### config.mk
export PLATFORM = sky130hd
export DESIGN_NAME = network_mul_share_arb
export DESIGN_NICKNAME = d
export VERILOG_FILES = /design/src/rtl/network_mul_share_arb.sv
export SDC_FILE = /design/constraint.sdc
export NUM_CORES = 1
export LEC_CHECK = 0
export ABC_AREA = 1
export BUFFER_PORTS_ARGS = -buffer_cell sky130_fd_sc_hd__buf_2
export CORE_UTILIZATION = 25
export CTS_BUF_LIST = sky130_fd_sc_hd__clkbuf_4 sky130_fd_sc_hd__clkbuf_8
export DETAILED_ROUTE_END_ITERATION = 6
export SLEW_MARGIN = 20
export SYNTH_ARGS = -nofsm -noshare
export SYNTH_HDL_FRONTEND = slang
export SYNTH_SLANG_ARGS = --single-unit
### constraint.sdc
create_clock -name clk -period 7.2 [get_ports clk]
set_input_delay 0.36 -clock clk [delete_from_list [all_inputs] [get_ports clk]]
set_output_delay 0.36 -clock clk [all_outputs]
set_load 0.01 [all_outputs]
### src/rtl/network_mul_share_arb.sv
// Shares one pipelined signed x unsigned multiplier among NUM_REQ requesters (2-stage, ce stall).
// Define MUL_SHARE_FIXED_PRIO_EN for fixed lowest-index priority instead of round-robin.
module network_mul_share_arb #(
  parameter int NUM_REQ = 4,
  parameter int ID_W    = 2,
  parameter int A_W     = 16,
  parameter int B_W     = 13,
  parameter int P_W     = A_W + B_W
) (
  input  logic                     clk,
  input  logic                     reset,
  input  logic [NUM_REQ-1:0]       req_valid,
  output logic [NUM_REQ-1:0]       req_ready,
  input  logic [NUM_REQ*A_W-1:0]   req_a,
  input  logic [NUM_REQ*B_W-1:0]   req_b,
  output logic                     res_valid,
  input  logic                     res_ready,
  output logic [P_W-1:0]           res_data,
  output logic [ID_W-1:0]          res_id,
  output logic                     busy
);

  logic [NUM_REQ-1:0][A_W-1:0] a_arr;
  logic [NUM_REQ-1:0][B_W-1:0] b_arr;
  logic                        ce, issue, v1, v2;
  logic [ID_W-1:0]             grant, id1, id2;
  logic [A_W-1:0]              a_reg;
  logic [B_W-1:0]              b_reg;
  logic [P_W-1:0]              p_reg;
  logic signed [P_W-1:0]       a_ext, b_ext, prod;

  assign a_arr = req_a;
  assign b_arr = req_b;

`ifdef MUL_SHARE_FIXED_PRIO_EN
  always_comb begin
    grant = '0;
    for (int i = NUM_REQ - 1; i >= 0; i--)
      if (req_valid[i]) grant = ID_W'(i);
  end
`else
  logic [2:0]         rr_ptr;
  logic [NUM_REQ-1:0] rot;
  logic [3:0]         sum;

  // Rotate so bit j is requester (rr_ptr + j) mod NUM_REQ; first set bit wins.
  assign rot = NUM_REQ'({req_valid, req_valid} >> rr_ptr);

  always_comb begin
    sum = {1'b0, rr_ptr};
    for (int j = NUM_REQ - 1; j >= 0; j--)
      if (rot[j]) sum = {1'b0, rr_ptr} + 4'(j);
    if (sum >= 4'(NUM_REQ)) sum = sum - 4'(NUM_REQ);
    grant = ID_W'(sum);
  end

  always_ff @(posedge clk) begin
    if (!reset)     rr_ptr <= 3'd0;
    else if (issue) rr_ptr <= (int'(grant) == NUM_REQ - 1) ? 3'd0 : 3'(grant) + 3'd1;
  end
`endif

  assign ce    = ~v2 | res_ready;
  assign issue = reset & ce & (|req_valid);

  for (genvar i = 0; i < NUM_REQ; i++) begin : g_rdy
    assign req_ready[i] = issue & (grant == ID_W'(i));
  end

  // B is unsigned: zero-extend so the product keeps its full signed range.
  assign a_ext = {{(P_W-A_W){a_reg[A_W-1]}}, a_reg};
  assign b_ext = {{(P_W-B_W){1'b0}}, b_reg};
  assign prod  = a_ext * b_ext;

  always_ff @(posedge clk) begin
    if (!reset) begin
      v1    <= 1'b0;
      v2    <= 1'b0;
      id1   <= '0;
      id2   <= '0;
      a_reg <= '0;
      b_reg <= '0;
      p_reg <= '0;
    end else if (ce) begin
      v1 <= issue;
      if (issue) begin
        id1   <= grant;
        a_reg <= a_arr[grant];
        b_reg <= b_arr[grant];
      end
      v2    <= v1;
      id2   <= id1;
      p_reg <= prod;
    end
  end

  assign res_valid = v2;
  assign res_data  = p_reg;
  assign res_id    = id2;
  assign busy      = v1 | v2;

endmodule

# Word level (Yosys, flattened, before mapping)
# Cells that the tools add are included.
# Widths: inputs -> output; s select.
dict set report classes {
  n_addsub 5
  mul 1
  magnitude_cmp 2
  eq_ne 4
  shifts 1
  mux 10
  bitwise 9
  n_reduce_logical 3
}
# cell count
set ops {}
lappend ops {{$bmux 16 s2} 1}
lappend ops {{$mul 16x14->29} 1}
lappend ops {{$bmux 13 s2} 1}
lappend ops {{$mux 16} 1}
lappend ops {{$mux 4} 4}
lappend ops {{$mux 13} 1}
lappend ops {{$add 3x2->4 const B} 2}
lappend ops {{$shr 8x3->4} 1}
lappend ops {{$and 1x1->1} 6}
lappend ops {{$add 3x1->4 const B} 1}
lappend ops {{$eq 2x1->1 const B} 2}
lappend ops {{$eq 2x2->1 const B} 2}
lappend ops {{$ge 4x3->1 const B} 1}
lappend ops {{$reduce_or 4->1} 1}
lappend ops {{$add 2x1->3 const B} 1}
lappend ops {{$lt 2x3->1 const B} 1}
lappend ops {{$mux 3} 1}
lappend ops {{$logic_not 2->1} 1}
lappend ops {{$mux 2} 1}
lappend ops {{$or 1x1->1} 2}
lappend ops {{$reduce_and 2->1} 1}
lappend ops {{$sub 2x1->2 const B} 1}
lappend ops {{$not 1->1} 1}
dict set report word_totals {
  register_bits 67
  inputBits 123
  out_inout_bits 37
  elab_cells 43
}

# Logic depth before layout (Yosys ltp)
dict set report logic_depth {
  depth_word 9
  ltp_mapped 29
  depth_no_buf 27
}

# Worst setup path before layout
# OpenSTA, ideal clock, no wires.
dict set report synth_timing {
  path_kind {flip-flop to flip-flop}
  from {register a_reg[15]}
  to {register p_reg[26], in the netlist res_data[26]}
  setup_time_ns 0.111
  t_arrival_ns 5.427
  slack_ns 1.662
  path_stages_with_launch 23
  n_path_buf 1
  path_cell_list {dfxtp_1 -> clkbuf_1 -> nand2_1 -> inv_1 -> fa_1 -> fa_1 -> inv_1 -> fa_1 -> inv_1 -> fa_1 -> fa_1 -> inv_1 -> fa_1 -> inv_1 -> ha_1 -> a21oi_1 -> o21ai_0 -> a211oi_1 -> nand2_1 -> nand2_1 -> nand3_1 -> nand3_1 -> inv_1}
}
dict set report synth_between {
  elab_chain_len 1
}
# element line_no
set synth_rtl {}
lappend synth_rtl {{start, declared} 27} ;# logic [A_W-1:0] a_reg;
lappend synth_rtl {{start signal, assigned} 88} ;# a_reg <= a_arr[grant];
lappend synth_rtl {{$mul 16x14->29} 73} ;# assign prod = a_ext * b_ext;
lappend synth_rtl {{end signal, assigned} 93} ;# p_reg <= prod;
lappend synth_rtl {{end, declared} 29} ;# logic [P_W-1:0] p_reg;
# No other way between the ends.
# A chain may end at the register's enable or synchronous reset.

# Final worst setup path
dict set report layout_timing {
  from {register b_reg[2]}
  to {register p_reg[23], in the netlist res_data[23]}
}
dict set report layout_between {
  elab_chain_len 1
}
# element line_no
set layout_rtl {}
lappend layout_rtl {{start, declared} 28} ;# logic [B_W-1:0] b_reg;
lappend layout_rtl {{start signal, assigned} 89} ;# b_reg <= b_arr[grant];
lappend layout_rtl {{$mul 16x14->29} 73}
# No other way between the ends.

==> results.py <==
metrics = {
    "run_status": {
        "outcome": "complete, no violations",
    },
    "routing": {
        "drc": 0,
        "vias_per_cell": 4.517,
        "first_pass_iters": 5,
        "dr_total_vias": 10910,
        "wire_per_inst_um": 14.64,
        "drt-initial-drc-count": 687,
        "wirelength_um": 35360,
        "antenna_left": 0,
    },
    "floorplan": {
        "num_rows": 80,
        "pin_count": 160,
        "die_w_um": 223.0,
        "die-area_um2": 49710,
        "start_util": 0.2546,
        "die_h_um": 223.0,
        "fp.coreArea_um2": 47950,
    },
    "placement": {
        "port-buffer-count": 159,
        "gp_congestion": 0.8873,
        "dp_hpwl_um": 28910,
    },
    "clocking": {
        "cts_sinks": 66,
        "cts_setup_buffers": 0,
        "clkTransAtPathRegs_ns": 0.07,
        "cts_tree": "done",
        "htree_levels": 3,
        "cts_hold_buffers": 0,
        "cts_max_path_buffers": 2,
        "numCtsBuffers": 9,
        "cts_root_buffer": "clkbuf_8",
        "cts_resized": 0,
        "clock_latency_ns": 0.39,
    },
    "timing": {
        "final.setup.tns_ns": 0,
        "fin_crit_ns": 6.259,
        "hold_viol_final": 0,
        "slew_violations": 0,
        "maxSlewHeadroom": 0.3990,
        "max_clock_freq_ghz": 0.1598,
        "skew_ns": 0.006829,
        "min_period_over_period": 0.8693,
        "rsz0062_at_grt": "no",
        "worst_slew_pin_slew_ns": 0.9006,
        "setup_viol": 0,
    },
    "synthesis": {
        "synth-seq-cells": 66,
        "synth.distinct_cells": 41,
        "netlist_area_um2": 12210,
        "synth.top_cells.by_count": "inv_1, nand2_1, fa_1",
        "yosysTopAreaCellShare": 0.3248,
        "syn_inst": 1699,
        "ys_seq_area_frac": 0.1083,
        "synth_ff_type": "dfxtp_1",
        "synthArstFlopShare": 0,
        "synth.most_common_cell": "inv_1",
        "yosysTopAreaCell": "fa_1",
        "synthTopCellsByArea": "fa_1, inv_1, nand2_1",
        "synth_enable_flop_cells": 0,
        "ys_warn_count": 0,
        "syn_nets": 2095,
        "syn_area_per_cell_um2": 7.184,
    },
    "critical_path": {
        "required_ns": 7.53,
        "crit_family": "adder cells",
        "crit_buf_inv": 6,
        "startpoint_type": "flip-flop",
        "critPathMaxStageDelay_ns": 0.80,
        "cp-end-kind": "flip-flop",
        "worstSetupPathType": "flip-flop to flip-flop",
        "cp_data_arrival_time_ns": 6.59,
        "worstPathCellList": "nand2_1, inv_1, fa_1, fa_1, inv_1, fa_1, inv_1, fa_1, fa_1, inv_1, fa_1, inv_1, ha_1, nand2_1, nor3_1, nand4_1, nand3_1, xor2_1, o21bai_1, inv_1",
        "critPathMaxFanout": 17,
        "cpMaxStageDelayCell": "fa_1",
    },
    "finish": {
        "area_delta_synth_final_pct": 11.87,
        "nNetsFinal": 2191,
        "register_area_um2": 1321,
        "multi_input_area_um2": 8807,
        "nFillCells": 5193,
        "largest_register_ffs": 29,
        "layout-drive-gt1-share": 0.1267,
        "num_antenna_cells": 0,
    },
    "global_routing": {
        "grt_max_degree": 64,
        "grt_first_pass_wirelength_um": 59600,
        "grt_antenna_before_repair": 0,
        "grtUsageTotal": 0.1505,
        "first_global_vias": 11910,
        "overflow": 0,
    },
    "flow_run": {
        "cap_viol_max_count": 0,
    },
    "worst_hold_path": {
        "hold_path.class": "primary input to flip-flop",
    },
}
-- kinds of logic (layout without fill, tap and decap cells) --
family | count (synthesis) | after routing | synth area share
AND/OR/NAND/NOR | 708 | 708 | 0.2561
buffers and inverters | 526 | 627 | 0.1706
adder cells (fa/ha/maj) | 273 | 273 | 0.4016
AO/OA/AOI/OAI | 108 | 108 | 0.05054
flip-flops | 66 | 66 | 0.1083
XOR/XNOR | 18 | 18 | 0.01292
-- layout by cell type (no fill, tap or decap), drive strengths merged, types with 2 or more instances in the layout --
master and n:
nand2 428, or2 4, inv 442, xnor2 8, nor3 5, bufinv 2, o211ai 6, clkbuf 12
a21o 2, dfxtp 66, o21bai 9, ha 75, a211oi 2, fa 198, xor2 10, buf 168
nor2 43, nand3 216, clkinvlp 2, a21oi 37, nand4 10, a21boi 5, a31oi 3, o21ai 41
-- through the flow --
step	hold WS, ns	worst slack [ns]	instance area, µm²	utilization	std cells
floorplan	0.4193	1.662	12210	-	1699
global placement	0.4603	1.079	13420	0.2799	2399
detailed placement	0.4637	1.018	13420	0.2799	2399
CTS	0.2706	0.9753	13650	0.2847	2415
global route	0.2995	0.5638	13650	0.2848	2415
finish	0.2944	0.9412	13650	0.2848	2415
-- routing by layer --
layer | GRT usage | vias up | share of wire
li1 | - | 5232 | -
met1 | 0.1679 | 5367 | 0.39
met2 | 0.2886 | 237 | 0.54
met3 | 0.01436 | 73 | 0.032
met4 | 0.06318 | 0 | 0.035
met5 | 0 | - | 0
-- worst register-to-register path, cell delays in order, from the launching register on --
cell	delay [ns]
dfxtp_1	0.69
nand2_1	0.20
inv_1	0.17
fa_1	0.49
fa_1	0.80
inv_1	0.19
fa_1	0.51
inv_1	0.05
fa_1	0.49
fa_1	0.50
inv_1	0.06
fa_1	0.49
inv_1	0.05
ha_1	0.35
nand2_1	0.14
nor3_1	0.34
nand4_1	0.18
nand3_1	0.17
xor2_1	0.17
o21bai_1	0.07
inv_1	0.08
-- final timing paths --
check	from	to	slack [ns]	cells past startpoint
max reg2reg	b_reg[2]	res_data[23]	0.94	20
min reg2reg	res_data[1]	res_data[1]	0.47	2
max	b_reg[2]	res_data[23]	0.94	20
min	req_b[21]	b_reg[8]	0.29	5
-- cell type report --
type,instances,share of cell area
inverter,443,0.1220
timing repair buffer,168,0.06323
clock inverter,4,0.005498
tap,615,0.05635
sequential,66,0.09677
multi-input combinational,1107,0.6450
clock buffer,12,0.01118
Power is not shown: default switching activity piles up to over one toggle a cycle in this logic, so the estimate is an artifact.
